**config.mk**
```make
export PLATFORM = sky130hd
export DESIGN_NAME = demux_bus_1_in_n_out_flat
export DESIGN_NICKNAME = d
export VERILOG_FILES = /design/src/rtl/demux_bus_1_in_n_out_if.sv /design/src/rtl/demux_bus_1_in_n_out.sv /design/src/flat_wrapper.sv
export SDC_FILE = /design/constraint.sdc
export NUM_CORES = 1
export LEC_CHECK = 0
export CAP_MARGIN = 20
export CORE_ASPECT_RATIO = 1.75
export CORE_MARGIN = 2
export CORE_UTILIZATION = 51
export DETAILED_ROUTE_END_ITERATION = 8
export PLACE_DENSITY = 0.79
export SLEW_MARGIN = 20
export SYNTH_ARGS = -nofsm -noshare
export SYNTH_HDL_FRONTEND = slang
export SYNTH_SLANG_ARGS = --single-unit
```
**constraint.sdc**
```tcl
create_clock -name ap_clk -period 1.78 [get_ports ap_clk]
set_input_delay 0.178 -clock ap_clk [delete_from_list [all_inputs] [get_ports ap_clk]]
set_output_delay 0.178 -clock ap_clk [all_outputs]
set_load 0.02 [all_outputs]
```
**src/rtl/demux_bus_1_in_n_out_if.sv**
```systemverilog
// Signal bundle for the 1-to-N bus demux: upstream handshake, per-port outputs
// with their ready inputs, and the bad-select drop counter.
interface demux_bus_1_in_n_out_if #(
    parameter int WIDTH          = 2,
    parameter int SELECT_WIDTH   = $clog2(WIDTH),
    parameter int BUS_WIDTH      = 8,
    parameter int DROP_CNT_WIDTH = 16
);
    logic                      demux_bus_valid;
    logic [BUS_WIDTH-1:0]      demux_bus_in;
    logic [SELECT_WIDTH-1:0]   demux_select;
    logic                      demux_broadcast;
    logic                      demux_bus_ready;
    logic [WIDTH-1:0]          demux_bus_valid_out;
    logic [BUS_WIDTH-1:0]      demux_bus_out [WIDTH-1:0];
    logic [WIDTH-1:0]          demux_bus_ready_in;
    logic [DROP_CNT_WIDTH-1:0] demux_drop_count;

    // Upstream producer / downstream consumers side.
    modport master (
        output demux_bus_valid,
        output demux_bus_in,
        output demux_select,
        output demux_broadcast,
        input  demux_bus_ready,
        input  demux_bus_valid_out,
        input  demux_bus_out,
        output demux_bus_ready_in,
        input  demux_drop_count
    );

    // Demux side.
    modport slave (
        input  demux_bus_valid,
        input  demux_bus_in,
        input  demux_select,
        input  demux_broadcast,
        output demux_bus_ready,
        output demux_bus_valid_out,
        output demux_bus_out,
        input  demux_bus_ready_in,
        output demux_drop_count
    );
endinterface

```
**src/rtl/demux_bus_1_in_n_out.sv**
```systemverilog
// 1-to-N bus demux: a one-entry hold stage steers each word (or broadcasts it)
// into per-port 2-deep FIFOs; words with an out-of-range select are counted and dropped.
module demux_bus_1_in_n_out #(
    parameter int WIDTH          = 2,
    parameter int SELECT_WIDTH   = $clog2(WIDTH),
    parameter int BUS_WIDTH      = 8,
    parameter int DROP_CNT_WIDTH = 16
) (
    input  logic                    ap_clk,
    input  logic                    areset_n,
    demux_bus_1_in_n_out_if.slave   bus
);
    logic                      hold_valid_q, hold_valid_d;
    logic [BUS_WIDTH-1:0]      hold_data_q,  hold_data_d;
    logic [SELECT_WIDTH-1:0]   hold_sel_q,   hold_sel_d;
    logic                      hold_bcast_q, hold_bcast_d;
    logic                      init_q;
    logic [DROP_CNT_WIDTH-1:0] drop_cnt_q,   drop_cnt_d;

    logic [WIDTH-1:0] sel_hit;
    logic [WIDTH-1:0] fifo_room;
    logic [WIDTH-1:0] push;
    logic             sel_oob;
    logic             drain;
    logic             drop;
    logic             ready;
    logic             accept;

    genvar gi;
    generate
        for (gi = 0; gi < WIDTH; gi++) begin : g_sel
            assign sel_hit[gi] = (hold_sel_q == SELECT_WIDTH'(gi));
        end
    endgenerate

    // Drain looks only at registered occupancy, so a pop on a full FIFO
    // frees the slot one edge later and ready never sees ready_in.
    always_comb begin
        sel_oob = ~|sel_hit;
        drain   = 1'b0;
        drop    = 1'b0;
        if (hold_valid_q) begin
            if (hold_bcast_q) begin
                drain = &fifo_room;
            end else if (sel_oob) begin
                drain = 1'b1;
                drop  = 1'b1;
            end else begin
                drain = |(sel_hit & fifo_room);
            end
        end
        ready  = init_q & (~hold_valid_q | drain);
        accept = ready & bus.demux_bus_valid;
        push   = '0;
        if (drain && !drop) begin
            push = hold_bcast_q ? {WIDTH{1'b1}} : sel_hit;
        end
    end

    always_comb begin
        hold_valid_d = hold_valid_q;
        hold_data_d  = hold_data_q;
        hold_sel_d   = hold_sel_q;
        hold_bcast_d = hold_bcast_q;
        drop_cnt_d   = drop_cnt_q;
        if (accept) begin
            hold_valid_d = 1'b1;
            hold_data_d  = bus.demux_bus_in;
            hold_sel_d   = bus.demux_select;
            hold_bcast_d = bus.demux_broadcast;
        end else if (drain) begin
            hold_valid_d = 1'b0;
        end
        if (drop && (drop_cnt_q != {DROP_CNT_WIDTH{1'b1}})) begin
            drop_cnt_d = drop_cnt_q + DROP_CNT_WIDTH'(1);
        end
    end

    always_ff @(posedge ap_clk or negedge areset_n) begin
        if (!areset_n) begin
            hold_valid_q <= 1'b0;
            hold_data_q  <= '0;
            hold_sel_q   <= '0;
            hold_bcast_q <= 1'b0;
            init_q       <= 1'b0;
            drop_cnt_q   <= '0;
        end else begin
            hold_valid_q <= hold_valid_d;
            hold_data_q  <= hold_data_d;
            hold_sel_q   <= hold_sel_d;
            hold_bcast_q <= hold_bcast_d;
            init_q       <= 1'b1;
            drop_cnt_q   <= drop_cnt_d;
        end
    end

    assign bus.demux_bus_ready  = ready;
    assign bus.demux_drop_count = drop_cnt_q;

    generate
        for (gi = 0; gi < WIDTH; gi++) begin : g_port
            logic [BUS_WIDTH-1:0] ent0_q, ent1_q;
            logic                 rd_ptr_q, wr_ptr_q;
            logic [1:0]           occ_q, occ_d;
            logic                 pop;

            assign fifo_room[gi] = (occ_q != 2'd2);
            assign pop           = (occ_q != 2'd0) & bus.demux_bus_ready_in[gi];

            always_comb begin
                occ_d = occ_q;
                case ({push[gi], pop})
                    2'b10:   occ_d = occ_q + 2'd1;
                    2'b01:   occ_d = occ_q - 2'd1;
                    default: occ_d = occ_q;
                endcase
            end

            always_ff @(posedge ap_clk or negedge areset_n) begin
                if (!areset_n) begin
                    ent0_q   <= '0;
                    ent1_q   <= '0;
                    rd_ptr_q <= 1'b0;
                    wr_ptr_q <= 1'b0;
                    occ_q    <= 2'd0;
                end else begin
                    occ_q <= occ_d;
                    if (push[gi]) begin
                        if (wr_ptr_q) begin
                            ent1_q <= hold_data_q;
                        end else begin
                            ent0_q <= hold_data_q;
                        end
                        wr_ptr_q <= ~wr_ptr_q;
                    end
                    if (pop) begin
                        rd_ptr_q <= ~rd_ptr_q;
                    end
                end
            end

            assign bus.demux_bus_valid_out[gi] = (occ_q != 2'd0);
            assign bus.demux_bus_out[gi]       = rd_ptr_q ? ent1_q : ent0_q;
        end
    endgenerate
endmodule

```
**src/flat_wrapper.sv**
```systemverilog
// flat-port wrapper written by rule: the top's interface ports become plain ports
module demux_bus_1_in_n_out_flat 
#(
    parameter int WIDTH          = 2,
    parameter int SELECT_WIDTH   = $clog2(WIDTH),
    parameter int BUS_WIDTH      = 8,
    parameter int DROP_CNT_WIDTH = 16
)
  (ap_clk, areset_n, bus_demux_bus_valid, bus_demux_bus_in, bus_demux_select, bus_demux_broadcast, bus_demux_bus_ready, bus_demux_bus_valid_out, bus_demux_bus_out, bus_demux_bus_ready_in, bus_demux_drop_count);
  demux_bus_1_in_n_out_if #(.WIDTH(WIDTH), .SELECT_WIDTH(SELECT_WIDTH), .BUS_WIDTH(BUS_WIDTH), .DROP_CNT_WIDTH(DROP_CNT_WIDTH)) bus_i ();
  input  logic ap_clk;
  input  logic areset_n;
  input wire logic [$bits(bus_i.demux_bus_valid)-1:0] bus_demux_bus_valid;
  input wire logic [$bits(bus_i.demux_bus_in)-1:0] bus_demux_bus_in;
  input wire logic [$bits(bus_i.demux_select)-1:0] bus_demux_select;
  input wire logic [$bits(bus_i.demux_broadcast)-1:0] bus_demux_broadcast;
  output wire logic [$bits(bus_i.demux_bus_ready)-1:0] bus_demux_bus_ready;
  output wire logic [$bits(bus_i.demux_bus_valid_out)-1:0] bus_demux_bus_valid_out;
  output wire logic [$bits(bus_i.demux_bus_out)-1:0] bus_demux_bus_out;
  input wire logic [$bits(bus_i.demux_bus_ready_in)-1:0] bus_demux_bus_ready_in;
  output wire logic [$bits(bus_i.demux_drop_count)-1:0] bus_demux_drop_count;
  assign bus_i.demux_bus_valid = bus_demux_bus_valid;
  assign bus_i.demux_bus_in = bus_demux_bus_in;
  assign bus_i.demux_select = bus_demux_select;
  assign bus_i.demux_broadcast = bus_demux_broadcast;
  assign bus_demux_bus_ready = bus_i.demux_bus_ready;
  assign bus_demux_bus_valid_out = bus_i.demux_bus_valid_out;
  assign bus_demux_bus_out = {>>{bus_i.demux_bus_out}};
  assign bus_i.demux_bus_ready_in = bus_demux_bus_ready_in;
  assign bus_demux_drop_count = bus_i.demux_drop_count;
  demux_bus_1_in_n_out #(.WIDTH(WIDTH), .SELECT_WIDTH(SELECT_WIDTH), .BUS_WIDTH(BUS_WIDTH), .DROP_CNT_WIDTH(DROP_CNT_WIDTH)) u_core (.ap_clk(ap_clk), .areset_n(areset_n), .bus(bus_i));
endmodule
```
Yosys cells after proc, flatten, opt, wreduce, memory -nomap -nowiden
Index checks and enable logic that the tools add are counted.

storage, ports and cells
  input port bits = 15
  register bits = 52
  output and inout bits = 35
  logic and storage cells = 58

cells by class
  eq/ne operators = 6
  reductions and logical operators = 11
  mux-type cells = 10
  bitwise gates (word level) = 12
  add/subtract/negate cells = 4

operators by type and width
  operator                                                            count
  8-bit 2-to-1 mux                                                    2
  2-bit AND reduction                                                 5
  2-bit nonzero test                                                  5
  2-bit case mux with 2 select lines                                  2
  1-bit NOT                                                           6
  2-bit by 1-bit adder with 2-bit output, second input constant       2
  1-bit AND                                                           4
  2-bit by 1-bit == test with 1-bit output, second input constant     2
  2-bit == test, second input constant                                2
  1-bit 2-to-1 mux                                                    4
  2-bit 2-to-1 mux                                                    2
  2-bit != test, second input constant                                2
  2-bit by 1-bit subtractor with 2-bit output, second input constant  2
  2-bit AND                                                           1
  2-bit OR reduction                                                  1
  1-bit OR                                                            1

Depth between registers and ports, before layout
  depth after elaboration = 9
  mapped depth = 6
  gate-level depth less buffers = 6

Worst setup path before layout
No wires, ideal clock.

  path type = reg2reg
  from = register u_core.g_port[1].occ_q[1]
  to = register u_core.g_port[1].occ_q[1]
  arrival time = 1.549 ns
  cell stages (with the launch flop) = 6
  library setup time = 0.079 ns
  slack = 0.151 ns
  clock period less this slack = 1.629 ns
  data required time = 1.701 ns
  buffers on the path = 0
  cell sequence = dfrtp_1 > or2_2 > and2_1 > ha_1 > nor2_1 > xor2_1

on the way
  elaborated cells on any way between the ends = 15
  those cells by class = 2 x add/sub; 3 x eq/ne; 4 x mux; 2 x bitwise; 4 x reduce/logical

RTL lines
  what                                                                              RTL line                     RTL
  from (decl)                                                                       demux_bus_1_in_n_out.sv:104  logic [1:0] occ_q, occ_d;
  from (signal assigned)                                                            demux_bus_1_in_n_out.sv:125  occ_q <= 2'd0;
  from (signal assigned)                                                            demux_bus_1_in_n_out.sv:127  occ_q <= occ_d;
  2-bit nonzero test (*)                                                            n/a
  via bus_demux_bus_valid_out[1]                                                    flat_wrapper.sv:18           output wire logic [$bits(bus_i.demux_bus_valid_out)-1:0] bus_demux_bus_valid_out;
  1-bit AND (*)                                                                     demux_bus_1_in_n_out.sv:108  assign pop = (occ_q != 2'd0) & bus.demux_bus_ready_in[gi];
  via u_core.g_port[1].pop                                                          demux_bus_1_in_n_out.sv:105  logic pop;
  2-bit by 1-bit == test with 1-bit output / 2-bit == test (equally long branches)  demux_bus_1_in_n_out.sv:112  case ({push[gi], pop})
  2-bit case mux with 2 select lines / 2-bit nonzero test (equally long branches)   n/a

The timed path passes the listed nets; every way through them passes the cells marked *.
A chain may end at the register's enable or synchronous reset.

Final worst setup path
  from = register u_core.g_port[1].occ_q[0]
  to = output bus_demux_bus_ready

on the way
  word-level cells in the longest chain between the ends = 7
  elaborated cells on any way between the ends = 8
  those cells by class = 1 x eq/ne; 2 x mux; 3 x bitwise; 2 x reduce/logical

RTL lines
  what                  RTL line                     RTL
  2-bit != test (*)     demux_bus_1_in_n_out.sv:107  assign fifo_room[gi] = (occ_q != 2'd2);
  2-bit AND             demux_bus_1_in_n_out.sv:49   drain = |(sel_hit & fifo_room);
  2-bit OR reduction    demux_bus_1_in_n_out.sv:49
  1-bit 2-to-1 mux (*)  demux_bus_1_in_n_out.sv:43   if (hold_bcast_q) begin
  1-bit 2-to-1 mux (*)  demux_bus_1_in_n_out.sv:42   if (hold_valid_q) begin
  1-bit OR (*)          demux_bus_1_in_n_out.sv:52   ready = init_q & (~hold_valid_q | drain);
  1-bit AND (*)         demux_bus_1_in_n_out.sv:52
  to (decl)             flat_wrapper.sv:17           output wire logic [$bits(bus_i.demux_bus_ready)-1:0] bus_demux_bus_ready;

Mark *: on every way between the ends. The rest lies on a longest branch, timed or not.

==> impl_metrics.json <==
{
  "core_area_sq_mm": 0.00489,
  "period_share_pct": 98.5,
  "worstSetupStartpointType": "register",
  "drtPass1Iterations": 4,
  "cts.sinks": 52,
  "io_pins": 50,
  "drtAntennaViolNets": 0,
  "clock_skew_ns": 0.00674,
  "netlist_area_sq_mm": 0.00256,
  "worst_setup_path_end_kind": "primary output",
  "maxSlewHeadroom_pct": 57.4,
  "diodes": 0,
  "cap_viol_max_count": 0,
  "ys_seq_elements": 52,
  "post-place-ws_ns": -0.0982,
  "cts.clk_slew.worst_paths_ns": 0.09,
  "die_width_microns": 57.6,
  "hold_class": "input port to register",
  "setup_ws_ns": 0.0270,
  "vias": 1439,
  "post_dp_cell_area_sq_mm": 0.00296,
  "dp_hpwl_microns": 3100,
  "period_minus_slack_ns": 1.75,
  "cts_tree": "done",
  "grt_pass1_wl_microns": 7200,
  "area_delta_synth_final_pct": 20.5,
  "worstPathArrival_ns": 1.58,
  "cts_root_buf": "clkbuf_8",
  "ys_seq_area_share_pct": 50.8,
  "grt_max_degree": 53,
  "final_max_slew_viol_count": 0,
  "power_density_mw_per_mm2": 1840,
  "setup.worst_path.class": "register to primary output",
  "worst_pin_slew_ns": 0.639,
  "die_area_sq_mm": 0.00562,
  "synth_top_area_cell": "dfrtp_1",
  "switching_share_pct": 35.5,
  "die_y_microns": 97.7,
  "antenna_found_initial": 0,
  "status": "finished clean",
  "clock_power_share_pct": 12.0,
  "combPwrFrac_pct": 50.8,
  "synth_top_cells_by_area": "dfrtp_1, mux2_2, mux2_4",
  "cp_max_fo": 3,
  "min_delay_path_depth": 3,
  "synth_area_per_cell_sq_um": 14.5,
  "yosys_warnings": 0,
  "clockBufferDepth": 2,
  "p_sw_mw": 2.01,
  "grt_pass1_vias": 1485,
  "port_buffers": 33,
  "drt-initial-drc-count": 15,
  "rows": 34,
  "ff2ff_path_depth": 7,
  "grtUsageTotal_pct": 16.6,
  "start_util_pct": 52.3,
  "cts_htree_levels": 2,
  "finalSetupViolCount": 0,
  "cp.required_ns": 1.60,
  "p_seq_share_pct": 37.2,
  "nets": 248,
  "cp_slowest_stage_delay_ns": 0.40,
  "gp_congestion": 0.721,
  "power_leakage_nw": 1.47,
  "path_cells": "nand2b_4 -> a21bo_2 -> or2_4 -> and2_4 -> buf_6",
  "finalHoldViolations": 0,
  "grt_overflow": 0,
  "drc": 0,
  "wirelength_microns": 4360,
  "syn_inst": 177,
  "routedWlPerCell_microns": 15.2,
  "viasPerCell": 5.03,
  "crit_slowest_cell": "dfrtp_1",
  "drive_gt1_share_pct": 44.8,
  "synth_cell_types": 26,
  "final_cell_area_sq_mm": 0.00309,
  "r2r_slack_ns": 0.07,
  "synth.top_cell.area_share_pct": 50.8,
  "rsz0062_at_grt": "yes",
  "clock.fmax_mhz": 570,
  "peakVddDrop_mv": 1.05,
  "numCtsBuffers": 5,
  "insertion_delay_ns": 0.30,
  "internal_power_mw": 3.66
}
[per-stage QoR]
| step | hold WS, ns | util [%] | std cells | TNS (ns) | total power, mW |
|---|---|---|---|---|---|
| 3_5_place_dp | 0.326 | 60.6 | 273 | -0.0982 | 5.17 |
| 6_report | 0.480 | 63.1 | 286 | 0 | 5.67 |
| 4_1_cts | 0.471 | 62.7 | 286 | -0.0617 | 5.70 |
| 5_1_grt | 0.488 | 63.1 | 286 | -0.0306 | 6.03 |
| 3_3_place_gp | 0.327 | 60.6 | 273 | -0.0959 | 5.10 |
| 2_1_floorplan | -0.118 | - | 192 | 0 | 4.11 |
[final timing paths]
| kind | startpoint | endpoint |
|---|---|---|
| min in group asynchronous | areset_n | u_core.g_port[1].ent1_q[0]$_DFFE_PN0P_ |
| max in group asynchronous | areset_n | u_core.g_port[0].rd_ptr_q$_DFFE_PN0P_ |
| worst max register to register | u_core.g_port[1].occ_q[1]$_DFFE_PN0P_ | u_core.g_port[1].occ_q[1]$_DFFE_PN0P_ |
| worst max-delay path | u_core.g_port[1].occ_q[0]$_DFFE_PN0P_ | bus_demux_bus_ready |
| worst min-delay path | bus_demux_bus_valid | u_core.hold_valid_q$_DFFE_PN0P_ |
| worst min register to register | u_core.g_port[0].wr_ptr_q$_DFFE_PN0N_ | u_core.g_port[0].wr_ptr_q$_DFFE_PN0N_ |
[cells in the final DEF (no fill, tap or decap), drive strengths merged]
cell            n
ha              2
a21bo           1
nor2            5
and2            4
o21ai           1
buf            20
clkinv          2
dfrtp          52
o2bb2ai         1
and2b           1
conb           17
xor2            4
clkdlybuf4s50  13
clkbuf          6
a32o            2
mux2           56
nand2b          5
inv             3
nand2           7
dlygate4sd3     1
or2             4
o31a            1
dlygate4sd2    18
o2111ai         2
xnor2           4
[layer usage]
layer  vias to the layer above  wire (microns)  GRT usage (%)
met3                         4             158           2.80
met2                        34            2390           27.4
met1                       719            1760           21.6
li1                        682               -              -
met5                         -               0              0
met4                         0              53           6.44
[cells by family (layout without fill, tap and decap cells)]
group / after synthesis / in the layout / synth area share [%]
flops: 52 / 52 / 50.8
simple gates: 26 / 26 / 7.09
compound gates: 8 / 8 / 4.79
fa+ha+maj: 2 / 2 / 0.977
mux: 56 / 56 / 27.0
buf+inv: 23 / 63 / 6.31
xor+xnor: 8 / 8 / 2.74
other cells: 2 / 17 / 0.293
[cells in the mapped netlist (all sizes together)]
master	count
dfrtp	52
a21bo	1
nand2	7
o31a	1
o2111ai	2
nor2	5
mux2	56
xor2	4
conb	2
or2	4
o2bb2ai	1
buf	18
ha	2
o21ai	1
inv	3
clkbuf	2
and2b	1
xnor2	4
and2	4
nand2b	5
a32o	2
[final cells by class]
cell class | instances | area (sq um)
tap | 54 | 67.6
timing repair buffer | 52 | 447
sequential | 52 | 1300
multi-input combinational | 117 | 1160
clock inverter | 2 | 10.0
fill | 399 | 1810
inverter | 3 | 11.3
clock buffer | 6 | 82.6
[state kept, by name (all words and copies together) (netlist names)]
| register | flops |
|---|---|
| u_core.hold_valid_q | 1 |
| u_core.hold_sel_q | 1 |
| u_core.g_port.rd_ptr_q | 2 |
| u_core.init_q | 1 |
| u_core.g_port.wr_ptr_q | 2 |
| u_core.g_port.occ_q | 4 |
| u_core.hold_data_q | 8 |
| u_core.g_port.ent0_q | 16 |
| u_core.g_port.ent1_q | 16 |
| u_core.hold_bcast_q | 1 |
[worst max-delay path, delay by kind of cell (launching register included)]
family          cells  cell delay [ns]
compound gates      1             0.21
buf+inv             1             0.12
flops               1             0.40
simple gates        3             0.55
[power by group through the flow]
| stage | Sequential, mW | Clock (mW) | Combinational (mW) |
|---|---|---|---|
| after CTS | 2.11 | 0.696 | 2.90 |
| after detailed placement | 2.16 | 0 | 3.00 |
| final | 2.11 | 0.680 | 2.88 |
| after global placement | 2.14 | 0 | 2.96 |
| after global routing | 2.18 | 0.752 | 3.09 |
| after floorplan | 2.00 | 0 | 2.11 |
[what timing repair did]
action | CTS | global route
resized for setup | 24 | 6
hold buffers | 1 | 0
setup buffers | 4 | 0
endpoints found under the hold margin | 2 | 0
endpoints found under the setup margin | 19 | 3
pin swaps | 0 | 3
(Power assumes the default switching activity.)
